## config.mk

```make
export PLATFORM = sky130hd
export DESIGN_NAME = ram_dp_param
export DESIGN_NICKNAME = d
export VERILOG_FILES = /design/src/rtl/ram_pkg.sv /design/src/rtl/ram_clr_seq.sv /design/src/rtl/ram_dp_param.sv
export SDC_FILE = /design/constraint.sdc
export NUM_CORES = 1
export LEC_CHECK = 0
export CAP_MARGIN = 20
export CORE_ASPECT_RATIO = 1.4
export CORE_UTILIZATION = 30
export CTS_BUF_LIST = sky130_fd_sc_hd__clkbuf_4
export CTS_CLUSTER_DIAMETER = 80
export CTS_CLUSTER_SIZE = 20
export DETAILED_ROUTE_END_ITERATION = 7
export GPL_TIMING_DRIVEN = 0
export SLEW_MARGIN = 25
export SYNTH_ARGS = -nofsm -noshare
export SYNTH_HDL_FRONTEND = slang
export SYNTH_SLANG_ARGS = --single-unit
```

## constraint.sdc

```tcl
create_clock -name clk -period 8 [get_ports clk]
set_input_delay 2.4 -clock clk [delete_from_list [all_inputs] [get_ports clk]]
set_output_delay 2.4 -clock clk [all_outputs]
set_load 0.02 [all_outputs]
```

## src/rtl/ram_pkg.sv

```systemverilog
// Shared types and constants for the parametrised dual-port RAM.
package ram_pkg;

  // Clear-sweep sequencer states.
  typedef enum logic {
    ST_CLEAR = 1'b0,
    ST_READY = 1'b1
  } ram_state_e;

  // Same-address read-during-write result selection.
  localparam int RDW_OLD = 0;  // read returns the pre-write contents
  localparam int RDW_NEW = 1;  // read returns the data being written

endpackage

```

## src/rtl/ram_clr_seq.sv

```systemverilog
// Clear sequencer: sweeps INIT_VAL over every entry after reset or a clr pulse.
// While the sweep runs it owns the array write port (clr_we/clr_addr) and
// holds busy high; it terminates after writing entry DEPTH-1.
module ram_clr_seq
  import ram_pkg::*;
#(
  parameter int ADDR_W = 8,
  parameter int DEPTH  = 256,
  parameter int IDX_W  = 8
) (
  input  logic             clk,
  input  logic             rst_n,
  input  logic             clr,
  output logic             busy,
  output logic             clr_we,
  output logic [IDX_W-1:0] clr_addr,
  output ram_state_e       state
);

  // The pointer is one bit wider than the address so DEPTH == 2**ADDR_W
  // reaches its last entry without wrapping.
  localparam logic [ADDR_W:0] LAST_PTR = (ADDR_W+1)'(DEPTH - 1);
  localparam logic [ADDR_W:0] PTR_ONE  = {{ADDR_W{1'b0}}, 1'b1};

  ram_state_e      r_state;
  logic [ADDR_W:0] r_ptr;
  logic            r_busy;

  // Sweep FSM: walk the pointer through the array, restart on clr.
  always_ff @(posedge clk or negedge rst_n) begin
    if (!rst_n) begin
      r_state <= ST_CLEAR;
      r_ptr   <= '0;
      r_busy  <= 1'b1;
    end else begin
      case (r_state)
        ST_CLEAR: begin
          if (clr) begin
            // A new request during the sweep starts it over from entry 0.
            r_ptr <= '0;
          end else if (r_ptr == LAST_PTR) begin
            r_state <= ST_READY;
            r_busy  <= 1'b0;
            r_ptr   <= '0;
          end else begin
            r_ptr <= r_ptr + PTR_ONE;
          end
        end
        ST_READY: begin
          if (clr) begin
            r_state <= ST_CLEAR;
            r_busy  <= 1'b1;
            r_ptr   <= '0;
          end
        end
        default: begin
          r_state <= ST_CLEAR;
          r_busy  <= 1'b1;
          r_ptr   <= '0;
        end
      endcase
    end
  end

  assign busy     = r_busy;
  assign clr_we   = (r_state == ST_CLEAR);
  assign clr_addr = r_ptr[IDX_W-1:0];
  assign state    = r_state;

endmodule

```

## src/rtl/ram_dp_param.sv

```systemverilog
// Parametrised simple dual-port RAM: one write port, one registered read port,
// hardware clear sweep, selectable read-during-write result and an optional
// output register stage.
//
// Handshake: rd_en is a request strobe with no back-pressure; every accepted
// request (rd_en while not busy) produces exactly one rd_valid pulse after the
// read latency (1, or 2 with OUT_REG), aligned with the new rd_data, which is
// held until the next result. Requests made while busy are ignored.
module ram_dp_param #(
  parameter int                DATA_W   = 4,
  parameter int                ADDR_W   = 8,
  parameter int                DEPTH    = 256,
  parameter logic [DATA_W-1:0] INIT_VAL = '0,
  parameter int                RDW_NEW  = 0,
  parameter int                OUT_REG  = 0
) (
  input  logic                clk,
  input  logic                rst_n,
  input  logic                clr,
  input  logic                wr_en,
  input  logic [ADDR_W-1:0]   wr_addr,
  input  logic [DATA_W-1:0]   wr_data,
  input  logic                rd_en,
  input  logic [ADDR_W-1:0]   rd_addr,
  output logic [DATA_W-1:0]   rd_data,
  output logic                rd_valid,
  output logic                busy,
  output logic                addr_err,
  output ram_pkg::ram_state_e dbg_state
);

  import ram_pkg::*;

  // Index width actually needed by the array; addresses above DEPTH-1 are
  // filtered by the range checks before they reach the array.
  localparam int              IDX_W   = (DEPTH > 1) ? $clog2(DEPTH) : 1;
  localparam logic [ADDR_W:0] DEPTH_C = (ADDR_W+1)'(DEPTH);
  localparam bit              BYPASS  = (RDW_NEW == ram_pkg::RDW_NEW);

  logic [DATA_W-1:0] r_mem [DEPTH];

  logic              w_busy;
  logic              w_clr_we;
  logic [IDX_W-1:0]  w_clr_addr;
  logic              w_wr_in_range;
  logic              w_rd_in_range;
  logic              w_wr_fire;
  logic              w_rd_fire;
  logic              w_err;
  logic [DATA_W-1:0] w_rd_word;

  logic [DATA_W-1:0] r_rd_data1;
  logic              r_rd_valid1;
  logic              r_addr_err;

  ram_clr_seq #(
    .ADDR_W (ADDR_W),
    .DEPTH  (DEPTH),
    .IDX_W  (IDX_W)
  ) u_clr_seq (
    .clk      (clk),
    .rst_n    (rst_n),
    .clr      (clr),
    .busy     (w_busy),
    .clr_we   (w_clr_we),
    .clr_addr (w_clr_addr),
    .state    (dbg_state)
  );

  assign w_wr_in_range = ({1'b0, wr_addr} < DEPTH_C);
  assign w_rd_in_range = ({1'b0, rd_addr} < DEPTH_C);

  // User port is only live once the sweep has finished.
  assign w_wr_fire = !w_busy && wr_en && w_wr_in_range;
  assign w_rd_fire = !w_busy && rd_en;

  // Either port out of range gives one shared error pulse.
  assign w_err = !w_busy && ((wr_en && !w_wr_in_range) ||
                             (rd_en && !w_rd_in_range));

  // Read word selection: out-of-range reads return zero; a same-address
  // write in the same cycle is forwarded only in bypass mode.
  always_comb begin
    w_rd_word = '0;
    if (w_rd_in_range) begin
      if (BYPASS && w_wr_fire && (wr_addr == rd_addr)) begin
        w_rd_word = wr_data;
      end else begin
        w_rd_word = r_mem[rd_addr[IDX_W-1:0]];
      end
    end
  end

  // Array write port: the sweep has priority over (and excludes) user writes.
  always_ff @(posedge clk) begin
    if (w_clr_we) begin
      r_mem[w_clr_addr] <= INIT_VAL;
    end else if (w_wr_fire) begin
      r_mem[wr_addr[IDX_W-1:0]] <= wr_data;
    end
  end

  // First read stage plus the error strobe; data holds between reads.
  always_ff @(posedge clk or negedge rst_n) begin
    if (!rst_n) begin
      r_rd_data1  <= '0;
      r_rd_valid1 <= 1'b0;
      r_addr_err  <= 1'b0;
    end else begin
      r_rd_valid1 <= w_rd_fire;
      r_addr_err  <= w_err;
      if (w_rd_fire) begin
        r_rd_data1 <= w_rd_word;
      end
    end
  end

  generate
    if (OUT_REG != 0) begin : g_out_reg
      logic [DATA_W-1:0] r_rd_data2;
      logic              r_rd_valid2;

      // Optional output stage: forwards stage-one results one cycle later.
      always_ff @(posedge clk or negedge rst_n) begin
        if (!rst_n) begin
          r_rd_data2  <= '0;
          r_rd_valid2 <= 1'b0;
        end else begin
          r_rd_valid2 <= r_rd_valid1;
          if (r_rd_valid1) begin
            r_rd_data2 <= r_rd_data1;
          end
        end
      end

      assign rd_data  = r_rd_data2;
      assign rd_valid = r_rd_valid2;
    end else begin : g_no_out_reg
      assign rd_data  = r_rd_data1;
      assign rd_valid = r_rd_valid1;
    end
  endgenerate

  assign busy     = w_busy;
  assign addr_err = r_addr_err;

endmodule

```

After elaboration in Yosys (flattened, before gate mapping)
Memory sizes are Yosys's and may differ from the RTL's. A register that Yosys moved wholly into a read port is not among the register bits.
Cells that the tools add are included.
Word-level totals
  register bits: 12
  memory bits (writable): 1024
  output and inout port bits: 8
  word-level logic and storage cells: 36
  memories kept: 1
Memory list
  r_mem: words 256, bits a word 4, read ports 1, clocked after memory_dff 1, write ports 1, line ram_dp_param.sv:40  | logic [DATA_W-1:0] r_mem [DEPTH];
Operators by class
  add/subtract/negate cells: 1
  equality and inequality tests: 4
  mux-type cells: 19
  bitwise gates (word level): 1
  reductions and logical operators: 6
Operators by type and width (count)
  9-bit 2-to-1 mux: 3
  9-bit case mux with 2 select lines: 1
  1-bit 2-to-1 mux: 11
  9-bit by 1-bit adder with 9-bit output (second input constant): 1
  9-bit by 8-bit == test with 1-bit output (second input constant): 1
  8-bit 2-to-1 mux: 1
  2-bit != test (second input constant): 3
  4-bit 2-to-1 mux: 1
  1-bit case mux with 2 select lines: 2
  4-bit OR reduction: 1
  3-bit AND reduction: 1
  1-bit logical AND: 2
  1-bit zero test: 2
  1-bit NOT: 1

Logic depth before layout (Yosys ltp)
Gate-level depths: netlist (run 1).
  word-level depth: 7
  mapped depth: 12

Modules after synthesis
Synthesis (run 1) repeated with hierarchy kept, for this count alone.
Second synthesis, totals
  cells, all modules: 2274
  area total of the unflattened synthesis: 41999.0 um^2
Modules (own cells, without submodules)
  ram_dp_param: times used 1, cells each 2213, area an instance 41407.2 um^2
  ram_clr_seq: times used 1, cells each 61, area an instance 591.8 um^2

Worst setup path before layout (run 1)
Ideal clock, no wire load.
  path type: in2reg
  start point: input wr_en
  end point: memory r_mem[0][0], data pin
  library setup time: 0.867 ns
  arrival: 6.347 ns
  required time: 7.133 ns
  slack: 0.786 ns
  stages: 3
  buffers on the path: 0
  cell sequence: inv_1 -> nor3b_1 -> and2_1
On the way
  cells in the longest elaborated chain, start to end: 6
Ends and longest elaborated chain
  start, declared: line ram_dp_param.sv:20  | input logic wr_en,
  1-bit logical AND: line ram_dp_param.sv:74  | assign w_wr_fire = !w_busy && wr_en && w_wr_in_range;
  1-bit 2-to-1 mux: line ram_dp_param.sv:98  | end else if (w_wr_fire) begin
  1-bit 2-to-1 mux: line ram_dp_param.sv:96  | if (w_clr_we) begin
  1-bit 2-to-1 mux (implied by the code): line ram_dp_param.sv:99  | r_mem[wr_addr[IDX_W-1:0]] <= wr_data;
  4-bit OR reduction (no line)
  4-bit 2-to-1 mux (no line)
  end, declared: line ram_dp_param.sv:40
No other way between the ends.

==> results.cfg, run 1 <==
[synthesis]
synth_compound_area_frac = 0.0441
synth.net_count = 2317
yosysSeqAreaShare = 0.746
yosysUniqueCellTypes = 58
synth_simple_gate_area_frac = 0.0505
async_flop_share = 0.0154
syn-cell-area_um2 = 41800
synth-main-ff-cell = edfxtp_1
synthCells = 2291
synth_top_family_by_area = multiplexers
ys_seq_elements = 1040
synth_area_leaders = edfxtp_1 (74%), mux4_2 (9.9%), mux2i_1 (3.6%)
synth_mux_area_frac = 0.139
syn_area_per_cell_um2 = 18.2
synthAdderAreaFrac = 0.000300
yosysTopAreaCell = edfxtp_1
synth_edf_count = 1024
yosysWarnings = 0
synth_top_cell_area_share = 0.736
synth-xor-area-share = 0.000629

[global_route]
busiest_layer = met2
grt_usage = 0.185
use_met2 = 0.327
grt.met1_usage = 0.207
overflow = 0
met3_usage = 0.0228
grt_pass1_wl_um = 180000
grt_max_degree = 73
grt_pass1_vias = 23221
antenna_found_initial = 3

[worst_setup_path]
path_cells = clkdlybuf4s50_1 > buf_4 > buf_4 > buf_4 > buf_2 > buf_2 > a21oi_1 > nand2b_1 > a31oi_1 > o2111ai_1 > o21ai_1
r2r_end = r_mem[141][3]
critPathKind = input pin to register
worstPathMaxFanout = 10
cp.required_ns = 8.97
regToRegStartpoint = u_clr_seq.state
cp.arrival_ns = 6.64
reg2reg_depth = 7
rrSetupSlack_ns = 3.84
crit_top_cell = buf_4
slowest_stage = a31oi_1
startpoint_type = input pin
slowest_delay_ns = 0.65
endpoint_kind = register

[clocking]
cts_setup_buffers = 0
cts_buffers = 57
clk_latency_ns = 1.06
cts-htree-levels = 2
cts_max_path_buffers = 3
post_cts_resized = 0
hold_buffers = 0
clk_pin_slew_ns = 0.20
cts-root-buf = clkbuf_4
clkSinkCount = 1040
cts_tree = built

[cells_and_area]
layout-drive-gt1-share = 0.176
register_area_um2 = 31200
instances_no_fill = 4241
fill_cells = 13230
fin_nets = 2420
fin_area_um2 = 45500
multi_input_area_um2 = 9850
synthToLayoutAreaGrowth_pct = 9.04

[sta]
period_share = 0.708
finalSetupViolCount = 0
fmax_ghz = 0.177
whs_ns = 0.524
slew_headroom = 0.218
final_hold_viol_count = 0
tightest_slew_ns = 1.16
fin_crit_ns = 5.66
rsz0062_at_grt = false
skew_ns = 0.0740
final_max_slew_viol_count = 0

[floorplan]
fp.dieArea_um2 = 141000
fp-row-count = 161
start_util = 0.303
die_w_um = 317
ioPinCount = 33
die_height_um = 443
coreArea_um2 = 138000

[place]
hpwlAfterDp_um = 92300
dp.cells = 4127
portBuffers = 27
dpl-instance-area_um2 = 44700
place_congestion = 0.970

[detailed_routing]
routed_wl_um = 131000
dr.pass1.iters = 6
wire_per_inst_um = 30.9
drc = 0
ant_nets = 0
vias_per_cell = 5.42
drtIter0Drc = 2566
num_vias = 22985

[hold_path]
whs_path_depth = 2
worstHoldPathType = register to register
holdCritStartpoint = u_clr_seq.r_ptr[8]
hold_end = u_clr_seq.r_ptr[8]

[power_and_ir_drop]
powerDensity_nw_per_um2 = 190
vdd.ir_drop.worst_mv = 0.0824
seq_power_share = 0.684
clkPwrFrac = 0.253
p_sw_uw = 1990
internal_power_uw = 6660
leakage_uw = 0.0154
combPwrFrac = 0.064
sw_frac_of_total = 0.231

[run_status]
status = finished clean

[run]
maxCapViolCount = 0
## area by class of cell
type                    instances  share of cell area
repair buffers                 44              0.0139
clock buffers                 106              0.0175
plain buffers                 141              0.0179
well taps                    1793              0.0493
diodes                          6            0.000330
inverters                       7            0.000577
multi-input cells            1103               0.216
flip-flops and latches       1040               0.684
clock inverters                 1           0.0000824
## state kept, by name, indices dropped and copies added, names as in the netlist
signal / flops
r_mem: 1024
u_clr_seq.r_ptr: 9
u_clr_seq.state: 1
u_clr_seq.busy: 1
rd_valid: 1
rd_data: 4
## through the flow
step                setup slack (ns)  utilization  power (uW)  TNS [ns]
finish                          2.34        0.330        8650         0
global route                    2.27        0.330        8820         0
CTS                             2.56        0.330        8660         0
detailed placement              1.47        0.324        6570         0
global placement               -4.20        0.321        6570  -3939.81
floorplan                      0.786            -        6300         0
## worst max-delay path: cells and delay by family
kind                   cells  cell delay, ns
AO/OA/AOI/OAI              4            1.43
buffers and inverters      6            2.54
AND/OR/NAND/NOR            1            0.22
## power by group through the flow
stage	clock network [uW]	registers, uW	logic, uW
final	2180	5910	553
after global routing	2350	5910	556
after CTS	2210	5910	542
after detailed placement	0	6030	540
after global placement	0	6030	535
after floorplan	0	6030	276
## kinds of logic after synthesis
group / Yosys count
AOI/OAI and AO/OA: 267
other: 1
adders and majority gates: 1
muxes: 348
buffers and inverters: 148
and+or+nand+nor: 483
DFF: 1040
xor gates and xnor gates: 3
## worst max path at each step
| stage | startpoint | to | slack, ns | cells past startpoint |
|---|---|---|---|---|
| floorplan | wr_en | r_mem[0][0] | 0.79 | 3 |
| global placement | wr_en | r_mem[44][3] | -4.20 | 4 |
| detailed placement | rd_addr[1] | rd_data[0] | 1.47 | 11 |
| CTS | rd_addr[1] | rd_data[0] | 2.56 | 11 |
| global route | rd_addr[1] | rd_data[3] | 2.27 | 11 |
| finish | rd_addr[1] | rd_data[0] | 2.34 | 11 |
## cells in the mapped netlist, types with 7 or more instances
library cell,instances
nand3_1,33
a2111oi_0,7
a22oi_1,41
nor2b_1,16
nand2b_1,23
or3_1,7
mux4_2,184
edfxtp_1,1024
a21oi_1,31
o21ai_0,39
and2_1,12
nand2_1,70
clkbuf_1,68
nand3b_1,11
mux2_2,12
o22ai_1,34
o221ai_1,16
buf_6,20
nor2_1,288
mux2i_1,152
o21ai_1,9
a31oi_1,7
buf_4,18
a211oi_1,18
inv_1,7
dfrtp_1,15
buf_2,31
o211ai_1,21
## layer usage
layer | vias to the layer above | routed length (um) | share of wire
met1 | 12090 | 45000 | 0.34
met2 | 1158 | 67500 | 0.52
met3 | 342 | 8070 | 0.062
met5 | - | 9 | 0.000069
li1 | 9393 | - | -
met4 | 2 | 10400 | 0.079
## cell usage in the layout (no fill, tap or decap), types with 7 or more instances in the layout
cell,instances
clkbuf_2,21
mux2_2,12
mux2i_1,152
mux4_2,184
buf_12,9
a211oi_1,18
buf_6,20
o211ai_1,21
clkdlybuf4s50_1,26
nand3b_1,11
nor2_1,287
clkbuf_1,47
nand2b_1,23
o21ai_1,9
nand3_1,33
buf_4,19
o221ai_1,16
clkbuf_4,106
buf_2,33
inv_1,7
a2111oi_0,7
edfxtp_1,1024
nand2_1,70
or3_1,7
nor2b_1,16
dfrtp_1,15
a31oi_1,7
and2_1,8
o21ai_0,36
o22ai_1,34
a22oi_1,41
a21oi_1,31
No activity file was read; power rests on OpenSTA's default activity.
==> run 2: changes to the inputs <==
==> constraint.sdc (replaced) <==
create_clock -name clk -period 4.7 [get_ports clk]
set_input_delay 1.41 -clock clk [delete_from_list [all_inputs] [get_ports clk]]
set_output_delay 1.41 -clock clk [all_outputs]
set_load 0.02 [all_outputs]
==> run 2 against run 1 <==
Final cell count barely moved; global-route usage shrank 0.13 points; die area did not move; critical endpoint unchanged.
==> results.cfg, run 2 (synthesized netlist as in run 1, its figures left out) <==
[run_status]
status = finished clean

[sta]
final_hold_viol_count = 0
tightest_slew_ns = 1.16
period_share = 0.979
final_max_slew_viol_count = 0
skew_ns = 0.0532
slew_headroom = 0.228
fin_crit_ns = 4.60
finalSetupViolCount = 0
final.setup.worst_slack_ns = 0.101
fmax_ghz = 0.217
rsz0062_at_grt = false

[worst_setup_path]
crit_top_cell = buf_4
endpoint_kind = register
cp.arrival_ns = 5.54
slowest_stage = buf_2
worstPathMaxFanout = 10
path_delay_family = buffers and inverters
startpoint_type = input pin
cp.required_ns = 5.64
critical_path_buf_inv_count = 6
slowest_delay_ns = 0.62
path_cells = clkdlybuf4s50_1 > buf_4 > buf_4 > buf_4 > buf_2 > buf_2 > a21oi_1 > nand2b_1 > a31oi_1 > o2111ai_1 > o21ai_1
critPathKind = input pin to register

[clocking]
cts_buffers = 57
clk_pin_slew_ns = 0.21
cts_max_path_buffers = 3
clk_latency_ns = 1.04
cts_tree = built
hold_buffers = 0
cts-root-buf = clkbuf_4
cts-htree-levels = 2
clkSinkCount = 1040
cts_setup_buffers = 0
post_cts_resized = 0

[floorplan]
die_w_um = 317
coreArea_um2 = 138000
start_util = 0.303
fp-row-count = 161
fp.dieArea_um2 = 141000
ioPinCount = 33
die_height_um = 443

[place]
hpwlAfterDp_um = 92200
portBuffers = 27
place_congestion = 0.980
dp.cells = 4129
pre_cts_slack_ns = -0.846

[hold_path]
worstHoldPathType = input pin to asynchronous set/reset pin

[power_and_ir_drop]
vdd.ir_drop.worst_mv = 0.137
powerDensity_nw_per_um2 = 323
leakage_uw = 0.0155
total_power_uw = 14700

[detailed_routing]
wire_per_inst_um = 30.7
vias_per_cell = 5.37
dr.pass1.iters = 6
routed_wl_um = 130000
drc = 0
num_vias = 22782
ant_nets = 0
drtIter0Drc = 2502

[global_route]
antenna_found_initial = 3
grt_usage = 0.183
grt_pass1_vias = 22884
overflow = 0
grt_max_degree = 74
grt_pass1_wl_um = 179000

[cells_and_area]
final_common_cell = edfxtp_1
top_register = r_mem
layout-drive-gt1-share = 0.177
fill_cells = 13231
instances_no_fill = 4239
final_cell_mix = edfxtp_1 (1024), nor2_1 (287), mux4_2 (184)
synthToLayoutAreaGrowth_pct = 9.10
fin_nets = 2421
largest_reg_flops = 1024

[run]
maxCapViolCount = 0
==> run 2: final cells by class <==
class	count	area (um^2)	area share
plain buffers	141	815	0.0179
multi-input cells	1103	9840	0.216
repair buffers	45	676	0.0148
flip-flops and latches	1040	31200	0.684
clock inverters	2	7.51	0.000165
well taps	1793	2240	0.0492
diodes	3	7.51	0.000165
clock buffers	105	788	0.0173
inverters	7	26.3	0.000577
==> run 2: path summary, 6_finish.rpt <==
check	startpoint	end	slack, ns	cells after the start
max in group asynchronous	rst_n	rd_data[3]	3.93	1
setup reg to reg	u_clr_seq.state	r_mem[237][1]	0.59	7
min in group clk	u_clr_seq.r_ptr[8]	u_clr_seq.r_ptr[8]	0.55	2
setup / recovery	rd_addr[1]	rd_data[0]	0.10	11
hold / removal	rst_n	rd_data[2]	0.34	1
hold reg to reg	u_clr_seq.r_ptr[8]	u_clr_seq.r_ptr[8]	0.55	2
==> run 2: worst reg2reg max path, stage by stage, from the launching register on <==
cell and delay, ns:
dfrtp_1 0.40, clkbuf_1 0.26, nand3b_1 0.28, clkbuf_1 0.32, o21ai_1 0.92, nand3_1 0.55, clkbuf_2 0.56, nor2_1 0.50
==> run 2: report_power, final <==
group          total, uW  switching, uW  internal (uW)  leakage [uW]
Clock               3710           2720            987      0.000492
Combinational        935            641            294       0.00382
Sequential         10100           23.1          10000        0.0111
Total              14700           3380          11300        0.0155
==> run 2: through the flow <==
step	setup TNS, ns	instance area (um^2)	util	hold slack, ns
after global placement	-3146.07	44300	0.321	0.487
final	0	45600	0.331	0.340
after detailed placement	-219.29	44700	0.325	0.527
after floorplan	0	41800	-	0.473
after CTS	0	45500	0.331	0.274
after global routing	0	45600	0.331	0.326
==> run 2: per-layer routing <==
layer  GRT usage  up-vias  part of all wire
met5           0        -           0.00018
met2       0.324     1170              0.52
met4       0.117        4             0.071
met3      0.0233      305             0.066
li1            -     9391                 -
met1       0.206    11912              0.34
